### src/rtl/alu_issue_queue_if.sv
// Command, ALU-side and result signals of alu_issue_queue.
// res_ready exists only when ALU_ISSUE_STALL_EN is defined.
`timescale 1ns/1ps
interface alu_issue_queue_if #(
    parameter int DEPTH     = 4,
    parameter int TAG_WIDTH = 4
);
    logic                   in_valid;
    logic                   in_ready;
    logic [15:0]            in_a;
    logic [15:0]            in_b;
    logic [2:0]             in_op;
    logic [15:0]            alu_a;
    logic [15:0]            alu_b;
    logic [2:0]             alu_op;
    logic [31:0]            alu_result;
    logic                   res_valid;
    logic [31:0]            res_data;
    logic [TAG_WIDTH-1:0]   res_tag;
    logic [$clog2(DEPTH):0] fifo_count;

`ifdef ALU_ISSUE_STALL_EN
    logic                   res_ready;

    modport slave (
        input  in_valid, in_a, in_b, in_op, alu_result, res_ready,
        output in_ready, alu_a, alu_b, alu_op, res_valid, res_data, res_tag, fifo_count
    );
    modport master (
        output in_valid, in_a, in_b, in_op, alu_result, res_ready,
        input  in_ready, alu_a, alu_b, alu_op, res_valid, res_data, res_tag, fifo_count
    );
`else
    modport slave (
        input  in_valid, in_a, in_b, in_op, alu_result,
        output in_ready, alu_a, alu_b, alu_op, res_valid, res_data, res_tag, fifo_count
    );
    modport master (
        output in_valid, in_a, in_b, in_op, alu_result,
        input  in_ready, alu_a, alu_b, alu_op, res_valid, res_data, res_tag, fifo_count
    );
`endif
endinterface

### src/rtl/alu_issue_queue.sv
// Command FIFO and issue controller in front of the 1-cycle-latency ALU.
// Define ALU_ISSUE_STALL_EN for a 2-entry result FIFO with res_ready backpressure.
`timescale 1ns/1ps
module alu_issue_queue #(
    parameter int DEPTH     = 4,
    parameter int TAG_WIDTH = 4
) (
    input logic              clk,
    input logic              rst,
    alu_issue_queue_if.slave bus
);
    localparam int PTR_W = $clog2(DEPTH);
    localparam int CNT_W = PTR_W + 1;
    localparam logic [CNT_W-1:0] FULL_CNT = CNT_W'(DEPTH);

    logic [15:0]          memA  [DEPTH];
    logic [15:0]          memB  [DEPTH];
    logic [2:0]           memOp [DEPTH];
    logic [PTR_W-1:0]     wrPtr;
    logic [PTR_W-1:0]     rdPtr;
    logic [CNT_W-1:0]     count;
    logic [15:0]          lastA;
    logic [15:0]          lastB;
    logic [2:0]           lastOp;
    logic [TAG_WIDTH-1:0] tagCtr;
    logic [TAG_WIDTH-1:0] tag_p1;
    logic                 vld_p1;
    logic                 empty;
    logic                 full;
    logic                 push;
    logic                 issue;
    logic                 creditOk;

    assign empty          = (count == '0);
    assign full           = (count == FULL_CNT);
    assign bus.in_ready   = !full && !rst;
    assign push           = bus.in_valid && bus.in_ready;
    assign issue          = !empty && creditOk;
    assign bus.fifo_count = count;

    // p0: FIFO head drives the ALU; an empty FIFO keeps the last issued command on the bus
    assign bus.alu_a  = empty ? lastA  : memA[rdPtr];
    assign bus.alu_b  = empty ? lastB  : memB[rdPtr];
    assign bus.alu_op = empty ? lastOp : memOp[rdPtr];

    always_ff @(posedge clk) begin
        if (push) begin
            memA[wrPtr]  <= bus.in_a;
            memB[wrPtr]  <= bus.in_b;
            memOp[wrPtr] <= bus.in_op;
        end
    end

    always_ff @(posedge clk) begin
        if (rst) begin
            wrPtr  <= '0;
            rdPtr  <= '0;
            count  <= '0;
            tagCtr <= '0;
            tag_p1 <= '0;
            vld_p1 <= 1'b0;
            lastA  <= '0;
            lastB  <= '0;
            lastOp <= '0;
        end else begin
            if (push) wrPtr <= wrPtr + PTR_W'(1);
            if (issue) begin
                rdPtr  <= rdPtr + PTR_W'(1);
                tagCtr <= tagCtr + TAG_WIDTH'(1);
                tag_p1 <= tagCtr;
                lastA  <= memA[rdPtr];
                lastB  <= memB[rdPtr];
                lastOp <= memOp[rdPtr];
            end
            count  <= count + CNT_W'(push) - CNT_W'(issue);
            vld_p1 <= issue;
        end
    end

    // p1 -> p2: alu_result belongs to the command issued one cycle earlier
`ifdef ALU_ISSUE_STALL_EN
    logic [31:0]          resData_p2 [2];
    logic [TAG_WIDTH-1:0] resTag_p2  [2];
    logic                 resWr;
    logic                 resRd;
    logic                 resValid;
    logic                 resPop;
    logic [1:0]           resOcc;
    logic [2:0]           credit;

    assign resValid      = (resOcc != 2'd0);
    assign resPop        = resValid && bus.res_ready;
    // every issued command must find a result slot when it lands
    assign credit        = 3'(resOcc) + 3'(vld_p1) - 3'(resPop);
    assign creditOk      = (credit < 3'd2);
    assign bus.res_valid = resValid;
    assign bus.res_data  = resData_p2[resRd];
    assign bus.res_tag   = resTag_p2[resRd];

    always_ff @(posedge clk) begin
        if (rst) begin
            resWr  <= 1'b0;
            resRd  <= 1'b0;
            resOcc <= '0;
            for (int i = 0; i < 2; i++) begin
                resData_p2[i] <= '0;
                resTag_p2[i]  <= '0;
            end
        end else begin
            if (vld_p1) begin
                resData_p2[resWr] <= bus.alu_result;
                resTag_p2[resWr]  <= tag_p1;
                resWr             <= ~resWr;
            end
            if (resPop) resRd <= ~resRd;
            resOcc <= resOcc + 2'(vld_p1) - 2'(resPop);
        end
    end
`else
    logic                 vld_p2;
    logic [31:0]          data_p2;
    logic [TAG_WIDTH-1:0] tag_p2;

    assign creditOk      = 1'b1;
    assign bus.res_valid = vld_p2;
    assign bus.res_data  = data_p2;
    assign bus.res_tag   = tag_p2;

    always_ff @(posedge clk) begin
        if (rst) begin
            vld_p2  <= 1'b0;
            data_p2 <= '0;
            tag_p2  <= '0;
        end else begin
            vld_p2 <= vld_p1;
            if (vld_p1) begin
                data_p2 <= bus.alu_result;
                tag_p2  <= tag_p1;
            end
        end
    end
`endif
endmodule

### src/flat_wrapper.sv
// flat-port wrapper written by rule: the top's interface ports become plain ports
module alu_issue_queue_flat 
#(
    parameter int DEPTH     = 4,
    parameter int TAG_WIDTH = 4
)
  (clk, rst, bus_in_valid, bus_in_a, bus_in_b, bus_in_op, bus_alu_result, bus_in_ready, bus_alu_a, bus_alu_b, bus_alu_op, bus_res_valid, bus_res_data, bus_res_tag, bus_fifo_count);
  alu_issue_queue_if #(.DEPTH(DEPTH), .TAG_WIDTH(TAG_WIDTH)) bus_i ();
  input logic clk;
  input logic rst;
  input wire logic [$bits(bus_i.in_valid)-1:0] bus_in_valid;
  input wire logic [$bits(bus_i.in_a)-1:0] bus_in_a;
  input wire logic [$bits(bus_i.in_b)-1:0] bus_in_b;
  input wire logic [$bits(bus_i.in_op)-1:0] bus_in_op;
  input wire logic [$bits(bus_i.alu_result)-1:0] bus_alu_result;
  output wire logic [$bits(bus_i.in_ready)-1:0] bus_in_ready;
  output wire logic [$bits(bus_i.alu_a)-1:0] bus_alu_a;
  output wire logic [$bits(bus_i.alu_b)-1:0] bus_alu_b;
  output wire logic [$bits(bus_i.alu_op)-1:0] bus_alu_op;
  output wire logic [$bits(bus_i.res_valid)-1:0] bus_res_valid;
  output wire logic [$bits(bus_i.res_data)-1:0] bus_res_data;
  output wire logic [$bits(bus_i.res_tag)-1:0] bus_res_tag;
  output wire logic [$bits(bus_i.fifo_count)-1:0] bus_fifo_count;
  assign bus_i.in_valid = bus_in_valid;
  assign bus_i.in_a = bus_in_a;
  assign bus_i.in_b = bus_in_b;
  assign bus_i.in_op = bus_in_op;
  assign bus_i.alu_result = bus_alu_result;
  assign bus_in_ready = bus_i.in_ready;
  assign bus_alu_a = bus_i.alu_a;
  assign bus_alu_b = bus_i.alu_b;
  assign bus_alu_op = bus_i.alu_op;
  assign bus_res_valid = bus_i.res_valid;
  assign bus_res_data = bus_i.res_data;
  assign bus_res_tag = bus_i.res_tag;
  assign bus_fifo_count = bus_i.fifo_count;
  alu_issue_queue #(.DEPTH(DEPTH), .TAG_WIDTH(TAG_WIDTH)) u_core (.clk(clk), .rst(rst), .bus(bus_i));
endmodule
### config.mk
export PLATFORM = sky130hd
export DESIGN_NAME = alu_issue_queue_flat
export DESIGN_NICKNAME = d
export VERILOG_FILES = /design/src/rtl/alu_issue_queue_if.sv /design/src/rtl/alu_issue_queue.sv /design/src/flat_wrapper.sv
export SDC_FILE = /design/constraint.sdc
export NUM_CORES = 1
export LEC_CHECK = 0
export CAP_MARGIN = 40
export CORE_MARGIN = 2
export CORE_UTILIZATION = 48
export CTS_CLUSTER_DIAMETER = 100
export CTS_CLUSTER_SIZE = 30
export DETAILED_ROUTE_END_ITERATION = 7
export HOLD_SLACK_MARGIN = 0.1
export MAX_ROUTING_LAYER = met4
export PLACE_DENSITY = 0.8
export SETUP_SLACK_MARGIN = 0.3
export SYNTH_ARGS = -nofsm -noshare
export SYNTH_HDL_FRONTEND = slang
export SYNTH_SLANG_ARGS = --single-unit
### constraint.sdc
create_clock -name clk -period 2.05 [get_ports clk]
set_input_delay 0.41 -clock clk [delete_from_list [all_inputs] [get_ports clk]]
set_output_delay 0.41 -clock clk [all_outputs]
set_load 0.01 [all_outputs]
After elaboration in Yosys (flattened, before gate mapping)
Memories as Yosys holds them, arrays and structs flattened. A register that Yosys moved wholly into a read port is not among the register bits. Index checks and enable logic that the tools add are counted.

Register bits: 88. RAM bits: 140. Bits of input ports: 70. Output and inout port bits: 76. Memories: 3.

$add $sub $neg: 5. Equal/unequal tests: 1. Muxes and demuxes: 11. Reductions and logical operators: 6.

Memories: u_core.memA (words 4, width 16, read ports 1, clocked after memory_dff 1, wr ports 1, line alu_issue_queue.sv:16) `logic [15:0] memA [DEPTH];`; u_core.memB (words 4, width 16, read ports 1, clocked after memory_dff 1, wr ports 1, line alu_issue_queue.sv:17) `logic [15:0] memB [DEPTH];`; u_core.memOp (words 4, width 3, read ports 1, clocked after memory_dff 1, wr ports 1, line alu_issue_queue.sv:18) `logic [2:0] memOp [DEPTH];`.

Operators by type and width (number): two-way mux 16 bit (2); two-way mux 2 bit (6); adder 2 x 1 -> 2 bit, second input constant (2); adder 4 x 1 -> 4 bit, second input constant (1); adder 3 x 1 -> 3 bit (1); equality test 3 bit, second input constant (1); zero test 1 bit (3); zero test 3 bit (1); two-way mux 3 bit (1); subtractor 3 x 1 -> 3 bit (1); logical AND 1 bit (2); two-way mux 1 bit (2).

Longest topological paths before layout
Depth in word-level cells: 6. Mapped depth: 11. Gate-level depth less buffers: 10.

Worst setup path before layout
Ideal clock, no wire load.

Path kind: reg2reg. From: register u_core.count[1] (netlist: u_core.bus.fifo_count[1]). To: register u_core.count[2] (netlist: u_core.bus.fifo_count[2]). Arrival: 2.276 ns. Required time: 1.972 ns. Slack: -0.304 ns. Cell stages (with the launch flop): 12. Path buffers: 1. Cells stage by stage: dfxtp_1 -> nor3_4 -> inv_2 -> clkbuf_2 -> ha_1 -> inv_1 -> ha_1 -> inv_1 -> fa_1 -> xor2_1 -> and2_1 -> nor3_1.

Elaborated cells on any way between the ends: 8. Those cells by class: add/sub (2); eq/ne (1); reduce/logical (5).

RTL lines: start: declaration (line alu_issue_queue.sv:21) `logic [CNT_W-1:0] count;`; start signal: assignment (line alu_issue_queue.sv:75) `count <= count + CNT_W'(push) - CNT_W'(issue);`; zero test 3 bit (line alu_issue_queue.sv:34) `assign empty = (count == '0);`; zero test 1 bit (line alu_issue_queue.sv:38) `assign issue = !empty && creditOk;`; via u_core.issue (line alu_issue_queue.sv:31) `logic issue;`; subtractor 3 x 1 -> 3 bit (line alu_issue_queue.sv:75).

The timed path passes the listed nets, and every way through them passes these cells. A chain may end at the register's enable or synchronous reset.

==> out/results.txt <==
Status: finished with violations
Failing checks: setup timing
Initial Util: 0.4847
Worst vdd ir: 0.8946 mV
Commonest cells in the netlist: edfxtp_1 (140), dfxtp_1 (90), nor2_1 (46), and2_1 (39), mux2i_1 (37)
Num CTS Buffers: 11
WS Path Type: flip-flop to output pin
Final core utilization: 0.6791
Die Y: 138.2 um
Setup violators final: 177
CP endpoint: bus_alu_b[0]
Layout cells sized above 1: 0.3585
Synth warn: 0
Slew of the pin with the lowest slew margin: 0.5728 ns
Slew headroom: 0.6181
Clock Skews: 0.01640 ns
WP data arrival: 2.20 ns
RSZ-0062 raised after global routing: true
DP Area: 10570 um^2
Largest cells by area after synthesis: edfxtp_1 (49%), dfxtp_1 (21%), mux4_2 (7.8%)
WL final: 19.34 mm
Leak: 4.705 nW
DRT Pass-1 Iters: 4
Worst-path clk slew: 0.11 ns
Top FF cell, synth: edfxtp_1
Setup TNS: -38.94 ns
Syn-to-layout area delta: 40.09%
Number of DRC markers in iteration 0: 265
Kind of start point of the critical path: flip-flop
R2R depth: 11
Worst hold path class: flip-flop to flip-flop
DRC: 0
Top-count cell post-synth: edfxtp_1
Crit. End Element: output pin
Post-Layout Cell Count: 957
Cell count after synthesis: 497
Initial antenna violation count: 0
Number of synthesized flops with an enable pin: 140
Post-synth design cell area: 8648 um^2
Sink Count: 230
PnR worst setup slack: -0.5592 ns
Final cycle utilization of the critical path: 1.273
Slew Viols, Final: 0
Post-Synthesis Mean Instance Area: 17.40 um^2
Placed cell count: 871
Core ar.: 17840 um^2
CTS max path bufs: 3
Clk Latency, worst-skew pair: 0.47 ns
Final Cell Area: 12120 um^2
Port bufs: 145
Reg2reg end: u_core.memA[3][2]$_DFFE_PP_
Flop and latch count out of synthesis: 230
Placer congestion estimate: 0.8078
Period minus WS final: 2.609 ns
Vias/cell: 5.182
Area leader, netlist: edfxtp_1
Vias in the first global route: 5104
First-pass GRT wire length: 29.07 mm
Total Nets Final: 802
RR Startpoint: u_core.bus.fifo_count[2]$_SDFF_PP0_
GRT Total Usage: 0.2006
Final HPWL DP: 10.14 mm
I/O Pins: 146
Root Driver: clkbuf_16
Largest net degree at the start of global routing: 56
DIE WIDTH: 138.2 um
Filler cells: 1127
DR vias: 4959
CTS tree: yes
DR WL/cell: 20.21 um
Multi-input gate area: 2561 um^2
Power Density: 1326 nW/um^2
Max_cap viols: 0
Final hold violation count: 0
Register area: 6021 um^2
Fraction of registers with async set/reset: 0
N_diodes: 0
Mapped Nets: 575
H-tree Lvls: 1
Post-synth top area share: 0.4861
Fmax: 383.3 MHz
Final ANT Viol Nets: 0
# rows: 49
Internal reg-to-reg setup slack: -0.21 ns
Die Footprint: 19110 um^2
Crit-path max FO: 5
Required time of the critical path: 1.64 ns
Seq/Total Area, Yosys: 0.6944
Netlist cell types: 32
CTS Hold Bufs: 0
Grt total ovfl: 0
-- kinds of logic after synthesis --
family,count (synthesis),share of synthesized area
mux,109,0.1978
flops,230,0.6944
simple gates,107,0.06337
fa+ha+maj,8,0.01244
compound gates,7,0.004629
buf+inv,32,0.02329
xor+xnor,4,0.004052
-- flip-flops by register name, indices dropped and copies added, names as in the netlist, named ones only --
name and flops:
u_core.wrPtr 2, u_core.vld_p1 1, u_core.tag_p1 4, u_core.lastOp 3
u_core.bus.res_valid 1, u_core.bus.res_data 32, u_core.lastA 16, u_core.bus.fifo_count 3
u_core.rdPtr 2, u_core.memA 64, u_core.bus.res_tag 4, u_core.lastB 16
u_core.tagCtr 4, u_core.memOp 12, u_core.memB 64
-- area by class of cell --
type,count,area share
multi-input combinational,235,0.2114
inverter,7,0.002375
tap,229,0.02365
timing repair buffer,239,0.2406
clock buffer,16,0.02427
sequential,230,0.4970
clock inverter,1,0.0007229
-- layer usage --
| layer | part of all wire | vias to the layer above | global-route usage |
|---|---|---|---|
| met3 | 0.073 | 27 | 0.04468 |
| met2 | 0.50 | 204 | 0.3382 |
| met5 | 0 | - | - |
| met1 | 0.41 | 2452 | 0.2561 |
| li1 | - | 2276 | - |
| met4 | 0.020 | 0 | 0.03276 |
-- worst max-delay path, cell delays in order, from the launching register on --
cell and delay (ns):
dfxtp_4 0.40, buf_4 0.14, buf_16 0.12, buf_4 0.11
mux4_2 0.51, mux2_4 0.29, buf_4 0.16
-- worst min-delay path by stage --
stage	startpoint	cells after the start	slack, ns	endpoint
after floorplan	u_core.tag_p1[3]$_SDFFE_PP0N_	2	0.43	u_core.tag_p1[3]$_SDFFE_PP0N_
after global placement	u_core.tag_p1[2]$_SDFFE_PP0N_	2	0.44	u_core.tag_p1[2]$_SDFFE_PP0N_
after detailed placement	u_core.tag_p1[2]$_SDFFE_PP0N_	2	0.45	u_core.tag_p1[2]$_SDFFE_PP0N_
after CTS	u_core.tag_p1[2]$_SDFFE_PP0N_	2	0.46	u_core.tag_p1[2]$_SDFFE_PP0N_
after global routing	rst	4	0.48	u_core.bus.fifo_count[0]$_SDFF_PP0_
final	u_core.tag_p1[2]$_SDFFE_PP0N_	2	0.46	u_core.tag_p1[2]$_SDFFE_PP0N_
-- power breakdown --
part	internal (W)	leakage, nW	switching, W	total, W
clock network	0.00102	0.146	0.00135	0.00237
registers	0.00565	2.01	0.000320	0.00597
logic	0.00470	2.55	0.00303	0.00773
-- stage by stage --
stage	hold WS, ns	total power, W	setup WS, ns
2_1_floorplan	0.4315	0.009710	-0.1245
3_3_place_gp	0.4397	0.01199	-0.2723
3_5_place_dp	0.4470	0.01213	-0.2655
4_1_cts	0.4605	0.01551	-0.5387
5_1_grt	0.4767	0.01679	-0.6151
6_report	0.4581	0.01607	-0.5592
-- layout by cell type, fill, tap and decap left out, drive strengths merged, types with 11 or more instances in the layout --
| cell type | instances |
|---|---|
| and2 | 40 |
| buf | 130 |
| clkbuf | 18 |
| clkdlybuf4s50 | 68 |
| dfxtp | 90 |
| dlygate4sd2 | 37 |
| edfxtp | 140 |
| mux2 | 37 |
| mux2i | 37 |
| mux4 | 35 |
| nand2 | 11 |
| nor2 | 46 |
-- timing repair --
| action | CTS | global route |
|---|---|---|
| setup endpoints to repair | 217 | 213 |
| cloned | 17 | 1 |
| pin swaps | 8 | 1 |
| resized for setup | 267 | 65 |
| endpoints found under the hold margin | 0 | 0 |
| buffers inserted | 32 | 19 |
Note: power is estimated with default switching activity, not from simulation.
